<file path="config.mk">
export PLATFORM = sky130hd
export DESIGN_NAME = varredura_matriz_leds
export DESIGN_NICKNAME = d
export VERILOG_FILES = /design/src/rtl/varredura_matriz_leds.sv
export SDC_FILE = /design/constraint.sdc
export NUM_CORES = 1
export LEC_CHECK = 0
export ABC_AREA = 0
export BUFFER_PORTS_ARGS = -buffer_cell sky130_fd_sc_hd__buf_4
export CAP_MARGIN = 10
export CORE_UTILIZATION = 56
export CTS_CLUSTER_DIAMETER = 50
export DETAILED_ROUTE_END_ITERATION = 7
export HOLD_SLACK_MARGIN = 0.02
export PLACE_DENSITY = 0.8
export SLEW_MARGIN = 10
export SYNTH_ARGS = -nofsm -noshare
export SYNTH_HDL_FRONTEND = slang
export SYNTH_SLANG_ARGS = --single-unit
</file>
<file path="constraint.sdc">
create_clock -name clock -period 3.4 [get_ports clock]
set_input_delay 0.17 -clock clock [delete_from_list [all_inputs] [get_ports clock]]
set_output_delay 0.17 -clock clock [all_outputs]
set_load 0.02 [all_outputs]
</file>
<file path="src/rtl/varredura_matriz_leds.sv">
// Purpose : column-scan driver for the 5x7 LED matrix; per-frame snapshot of the five columns,
//           with a dark gap before each column.
// Latency : column data is captured on the frame-start edge and appears CICLOS_BLANK cycles later.
//           habilitar/reset darken the matrix on the next cycle.
// Backpressure: none. The block free-runs while habilitar is high.
// Ports   : clock, reset (sync, active-high), habilitar (low = dark/idle), coluna1..5 (row patterns,
//           active-low, bit0 = row 1) -> seletor_coluna (one-hot, bit0 = column 1),
//           linhas (active-low rows), inicio_quadro (frame-start snapshot pulse).
module varredura_matriz_leds #(
    parameter int CICLOS_POR_COLUNA = 50000,
    parameter int CICLOS_BLANK      = 8
) (
    input  logic       clock,
    input  logic       reset,
    input  logic       habilitar,
    input  logic [6:0] coluna1,
    input  logic [6:0] coluna2,
    input  logic [6:0] coluna3,
    input  logic [6:0] coluna4,
    input  logic [6:0] coluna5,
    output logic [4:0] seletor_coluna,
    output logic [6:0] linhas,
    output logic       inicio_quadro
);

    localparam int CNT_MAX = ((CICLOS_POR_COLUNA > CICLOS_BLANK) ? CICLOS_POR_COLUNA : CICLOS_BLANK) - 1;
    localparam int CW      = (CNT_MAX < 1) ? 1 : $clog2(CNT_MAX + 1);
    localparam logic [CW-1:0] ULT_BLANK = CW'(CICLOS_BLANK - 1);
    localparam logic [CW-1:0] ULT_EXIBE = CW'(CICLOS_POR_COLUNA - 1);

    typedef enum logic {
        BLANK = 1'b0,
        EXIBE = 1'b1
    } estado_t;

    estado_t          estado_q, estado_d;
    logic [2:0]       indice_q, indice_d;
    logic [CW-1:0]    contador_q, contador_d;
    logic [4:0][6:0]  snap_q, snap_d;
    logic [4:0]       seletor_q, seletor_d;
    logic [6:0]       linhas_q, linhas_d;
    logic             captura;

    // The idle/reset state is BLANK/0/0, so the first enabled cycle is frame cycle 0 and
    // performs the snapshot without any extra start-up cycle.
    assign captura = habilitar && (estado_q == BLANK) && (indice_q == 3'd0) && (contador_q == '0);

    always_comb begin
        estado_d   = estado_q;
        indice_d   = indice_q;
        contador_d = contador_q;
        snap_d     = snap_q;
        seletor_d  = 5'b00000;
        linhas_d   = 7'h7F;

        if (captura) begin
            snap_d = {coluna5, coluna4, coluna3, coluna2, coluna1};
        end

        if (!habilitar) begin
            estado_d   = BLANK;
            indice_d   = 3'd0;
            contador_d = '0;
        end else begin
            case (estado_q)
                BLANK: begin
                    if (contador_q == ULT_BLANK) begin
                        estado_d   = EXIBE;
                        contador_d = '0;
                    end else begin
                        contador_d = contador_q + CW'(1);
                    end
                end
                EXIBE: begin
                    if (contador_q == ULT_EXIBE) begin
                        estado_d   = BLANK;
                        contador_d = '0;
                        indice_d   = (indice_q == 3'd4) ? 3'd0 : indice_q + 3'd1;
                    end else begin
                        contador_d = contador_q + CW'(1);
                    end
                end
                default: begin
                    estado_d   = BLANK;
                    indice_d   = 3'd0;
                    contador_d = '0;
                end
            endcase
        end

        // Outputs are decoded from the next state so the registered value matches the
        // state the machine is in. snap_d is used so that CICLOS_BLANK = 1 still shows
        // the freshly captured column 1.
        if (estado_d == EXIBE) begin
            seletor_d = 5'(5'b00001 << indice_d);
            linhas_d  = snap_d[indice_d];
        end
    end

    always_ff @(posedge clock) begin
        if (reset) begin
            estado_q   <= BLANK;
            indice_q   <= 3'd0;
            contador_q <= '0;
            snap_q     <= {5{7'h7F}};
            seletor_q  <= 5'b00000;
            linhas_q   <= 7'h7F;
        end else begin
            estado_q   <= estado_d;
            indice_q   <= indice_d;
            contador_q <= contador_d;
            snap_q     <= snap_d;
            seletor_q  <= seletor_d;
            linhas_q   <= linhas_d;
        end
    end

    assign seletor_coluna = seletor_q;
    assign linhas         = linhas_q;
    // Decoded from registered state; gated so it stays low while reset or disabled.
    assign inicio_quadro  = captura && !reset;

endmodule

</file>
==> run summary, run 1 <==
most frequent cell after synthesis -> dfxtp_1
clk buf depth -> 2
Slew HR -> 56.8%
largest net degree at the start of global routing -> 41
worst path required time -> 3.66 ns
cell area after layout -> 3820 um^2
Layout Utilization -> 69.5%
gr ovfl total -> 0
fin. max-slew vios -> 0
Least-Margin Pin Slew -> 0.647 ns
Synth Area per Inst -> 8.90 um^2
PortBufs -> 50
Crit. End Element -> flop
ys flop type -> dfxtp_1
EDFF count, synth -> 0
top cells by count, synth -> dfxtp_1, nand2_1, nand3b_1
setup TNS -> 0 ns
Clock transition at path regs -> 0.07 ns
global-route usage over all layers -> 26.1%
total number of vias -> 2,739
Clock Latency Late Sink -> 0.34 ns
Yosys cell types -> 46
Post-CTS Hold Fix Bufs -> 0
routed vias/inst -> 5.71
num rows -> 27
CTS tree -> done
CTS resizes -> 0
root buf cell -> clkbuf_8
layout cells sized above 1 -> 22.5%
die area -> 6010 um^2
Lkg Pwr -> 0.00150 uW
Synth-to-Final Area Change -> 19.6%
H-tree depth -> 3
critical-path maximum fanout -> 13
sequential element share of the synthesized area -> 42.0%
mapped cell area -> 3200 um^2
post-route antenna net violation count -> 0
worst vdd rail ir drop -> 0.000355 V
final wirelength -> 7370 um
initial core utilization -> 58.1%
endpoints failing hold -> 0
first-pass GRT wire length -> 12,300 um
Fin Hold WS -> 0.0319 ns
fin nets -> 445
startpoint types -> flop
# diodes -> 0
Hold/Removal Path Class -> in2reg
Core ar. -> 5510 um^2
CP arrival -> 3.27 ns
Final period util -> 88.6%
Synth Warn # -> 0
initial antenna violation count -> 0
area leader, netlist -> dfxtp_1
I/O pin total -> 51
Post-CTS Setup Bufs -> 0
RSZ-0062 raised after global routing -> false
placed inst area -> 3610 um^2
# setup viols final -> 0
syn_nets -> 401
Syn Inst Count -> 359
Iteration-0 DRC Markers -> 165
Die W -> 77.6 um
post-synth top area share -> 42.0%
post-synthesis register bit count -> 67
Die Height -> 77.6 um
Power Dens Cells -> 444 nW/um^2
GP Congestion -> 0.840
kind of critical path -> reg2reg
fillcell total -> 456
first drt pass iteration count -> 4
WL per Instance -> 15.4 um
vias in the first global route -> 2,654
final critical-path required period -> 3.01 ns
synth top area cells -> dfxtp_1, nand3b_1, mux2i_1, nand2_1, nand3_1
Max-Cap Viols -> 0
asr flop ratio synth -> 0%
maximum clock rate -> 0.332 GHz
dpl hpwl -> 5070 um
TritonCTS Sinks -> 67
drt drc -> 0
skew final -> 0.00623 ns
status -> finished clean
CTS Buf Count -> 9
[cells by family after synthesis]
family	synth area share, %
multiplexers	9.16
flip-flops	42.0
AO/OA/AOI/OAI	10.5
adder cells (fa/ha/maj)	1.57
XOR/XNOR	3.56
AND/OR/NAND/NOR	29.2
buffers and inverters	4.03
[path summary, 6_finish.rpt]
check | from | endpoint | slack, ns | cells after the start
hold / removal | coluna1[5] | snap_q[5] | 0.03 | 3
setup reg to reg | contador_q[0] | linhas[3] | 0.39 | 8
hold reg to reg | snap_q[3] | snap_q[3] | 0.48 | 2
setup / recovery | contador_q[0] | linhas[3] | 0.39 | 8
[critical path, stage by stage, from the launching register on]
cell and delay, ns:
dfxtp_1 0.38, ha_1 0.30, nand4_1 0.25, nor4_4 0.37, mux2i_2 0.59, buf_4 0.36
mux2i_1 0.10, mux2_1 0.32, a211oi_2 0.24
[state kept, by name, indices dropped and copies added, names as in the netlist]
signal          count
contador_q         16
estado_q            1
indice_q            3
linhas              7
seletor_coluna      5
snap_q             35
[cell usage in the layout (no fill, tap or decap), types with 3 or more instances in the layout]
cell      instances
nand3b_1         28
dfxtp_1          67
a21oi_1          17
nand2_1          39
nand2b_1          7
nand4_1           7
clkbuf_8         12
o21a_1            7
nor3_1            3
nor2b_1           3
and4_1            3
nor2_1           27
buf_4            57
inv_1             6
xor2_1            7
xnor2_1           6
ha_1              4
a211oi_2          6
nor4_1            9
o21ai_0          14
mux2i_1          19
mux2_1            7
nand3_1          25
[power by group]
group          total (uW)  switching (uW)  internal (uW)
clock                 701             304            396
sequential            832            13.2            819
combinational         166            87.9           78.6
[cell type report]
cell class	instances	area, um^2	share of cell area [%]
clock buffers	12	165	4.32
multi-input cells	262	1730	45.2
inverters	6	22.5	0.589
well taps	72	90.1	2.36
repair buffers	57	428	11.2
clock inverters	4	47.5	1.24
flip-flops and latches	67	1340	35.1
[through the flow]
stage | total power (uW) | instances | setup WS [ns]
floorplan | 953 | 359 | 0.839
global placement | 1010 | 464 | 0.533
detailed placement | 1020 | 464 | 0.477
CTS | 1710 | 480 | 0.420
global route | 1770 | 480 | 0.240
finish | 1700 | 480 | 0.388
[routing by layer]
metal / global-route usage, % / vias up / wire, um
met5: 0 / - / 0
met4: 11.7 / 0 / 152
met3: 4.00 / 14 / 382
met2: 43.1 / 78 / 3540
met1: 33.6 / 1296 / 3290
li1: - / 1351 / -
No activity file was read; power rests on OpenSTA's default activity.
==> run 2: changes to the inputs <==
CORE_UTILIZATION = 55   (was 56)
PLACE_DENSITY = 0.79   (was 0.8)
==> run 2 against run 1 <==
  * Utilization is 1.6 points lower
  * First-iteration DRC count is 7.9% lower
  * Die area is 1.8% higher
  * Global-route usage is 0.83 points lower
  * Combinational power hardly changed
  * Sequential share of layout area is 0.59 points higher
  * Critical endpoint unchanged
==> run summary, run 2 (synthesis results as in run 1) <==
Clock transition at path regs -> 0.07 ns (about the same)
routed vias/inst -> 5.64 (-1.1%)
R2R cell count -> 7 (-1)
I/O pin total -> 51 (unchanged)
final total power -> 1570 uW (-7.5%)
endpoints failing hold -> 0 (unchanged)
Final period util -> 87.5% (-1.1 points)
total number of vias -> 2,697 (-1.5%)
first drt pass iteration count -> 4 (unchanged)
Post-CTS Setup Bufs -> 0 (unchanged)
Power Dens Cells -> 418 nW/um^2 (-5.9%)
most frequent cells in the layout -> dfxtp_1, buf_4, nand2_1
H-tree depth -> 3 (unchanged)
Lkg Pwr -> 0.00145 uW (-2.8%)
Largest register FFs -> 35 (unchanged)
layout cells sized above 1 -> 21.4% (-1.1 points)
Die W -> 78.2 um (+0.88%)
CTS tree -> done
final critical-path required period -> 2.97 ns (-0.0385 ns)
root buf cell -> clkbuf_8
post-route antenna net violation count -> 0 (unchanged)
PortBufs -> 50 (unchanged)
status -> finished clean
die area -> 6120 um^2 (+1.8%)
CTS Buf Count -> 9 (unchanged)
Post-CTS Hold Fix Bufs -> 1 (+1)
Layout Utilization -> 67.9% (-1.6 points)
Iteration-0 DRC Markers -> 152 (-7.9%)
initial antenna violation count -> 0 (unchanged)
CP arrival -> 3.25 ns (-0.02 ns)
WL per Instance -> 15.1 um (-1.6%)
TritonCTS Sinks -> 67 (unchanged)
Hold/Removal Path Class -> in2reg
Non-Filler Instances -> 478 (-0.42%)
highest-delay cell along the critical path -> or4_4
RSZ-0062 raised after global routing -> false
maximum clock rate -> 0.336 GHz (+1.3%)
Max-Cap Viols -> 0 (unchanged)
initial core utilization -> 57.7% (-0.35 points)
Clock Latency Late Sink -> 0.36 ns (+0.02 ns)
Synth-to-Final Area Change -> 17.7%
Crit. End Element -> flop
Slew HR -> 57.9% (+1.1 points)
CP cell instances -> or4_4 -> nor4_4 -> mux2i_2 -> buf_4 -> mux2i_1 -> mux2_1 -> a211oi_2
fin. max-slew vios -> 0 (unchanged)
final wirelength -> 7220 um (-2.0%)
drt drc -> 0 (unchanged)
fin nets -> 443 (-0.45%)
Die Height -> 78.2 um (+0.88%)
# setup viols final -> 0 (unchanged)
startpoint types -> flop
first-pass GRT wire length -> 11,900 um (-3.4%)
global-route usage over all layers -> 25.3% (-0.83 points)
GP Congestion -> 0.829 (-1.4%)
largest register by flop count -> snap_q
CTS resizes -> 0 (unchanged)
worst path required time -> 3.67 ns (about the same)
skew final -> 0.0142 ns (+0.00800 ns)
clk buf depth -> 2 (unchanged)
# diodes -> 0 (unchanged)
Placed Cells -> 461 (-0.65%)
kind of critical path -> reg2reg
most common cell after layout, fill and taps aside -> dfxtp_1
hold-critical path depth -> 3 (unchanged)
Core ar. -> 5540 um^2 (+0.61%)
num rows -> 27 (unchanged)
critical-path maximum fanout -> 14 (+1)
vias in the first global route -> 2,563 (-3.4%)
gr ovfl total -> 0 (unchanged)
setup TNS -> 0 ns (unchanged)
dpl hpwl -> 4960 um (-2.2%)
Least-Margin Pin Slew -> 0.626 ns (-0.0212 ns)
largest net degree at the start of global routing -> 41 (unchanged)
worst vdd rail ir drop -> 0.000269 V (-24%)
max incr delay on CP -> 0.57 ns (-0.02 ns)
-- run 2: path summary, 6_finish.rpt --
check,endpoint,from,slack (ns)
setup / recovery,linhas[3],contador_q[11],0.43
hold reg to reg,contador_q[0],contador_q[0],0.47
hold / removal,snap_q[12],coluna2[5],0.03
setup reg to reg,linhas[3],contador_q[11],0.43
-- run 2: where the power goes --
group          leakage, uW  internal, uW  switching, uW
logic             0.000826          79.3           90.1
registers         0.000549           819           12.7
clock network    0.0000791           261            310
total              0.00145          1160            413
-- run 2: area by class of cell --
type,count,area (um^2)
fillers,482,1780
multi-input cells,262,1730
flip-flops and latches,67,1340
repair buffers,55,415
clock buffers,11,131
well taps,72,90.1
clock inverters,5,30.0
inverters,6,22.5
-- run 2: per-stage QoR --
stage          worst slack (ns)  instance area [um^2]  hold slack, ns
2_1_floorplan             0.839                  3200           0.291
3_3_place_gp              0.466                  3590           0.382
3_5_place_dp              0.430                  3590           0.383
4_1_cts                   0.425                  3760          0.0249
5_1_grt                   0.199                  3760          0.0412
6_report                  0.426                  3760          0.0336
-- run 2: worst max-delay path, delay by kind of cell (launching register included) --
family | cells | cell delay [ns]
compound gates | 1 | 0.22
buf+inv | 1 | 0.35
flops | 1 | 0.36
mux | 3 | 1.01
simple gates | 2 | 0.95
-- run 2: routing by layer --
layer / share of wire [%] / vias up / global-route usage, %
met1: 47 / 1264 / 32.0
met3: 5.3 / 9 / 5.93
li1: - / 1340 / -
met5: 0 / - / 0
met4: 1.6 / 0 / 11.9
met2: 46 / 84 / 40.5
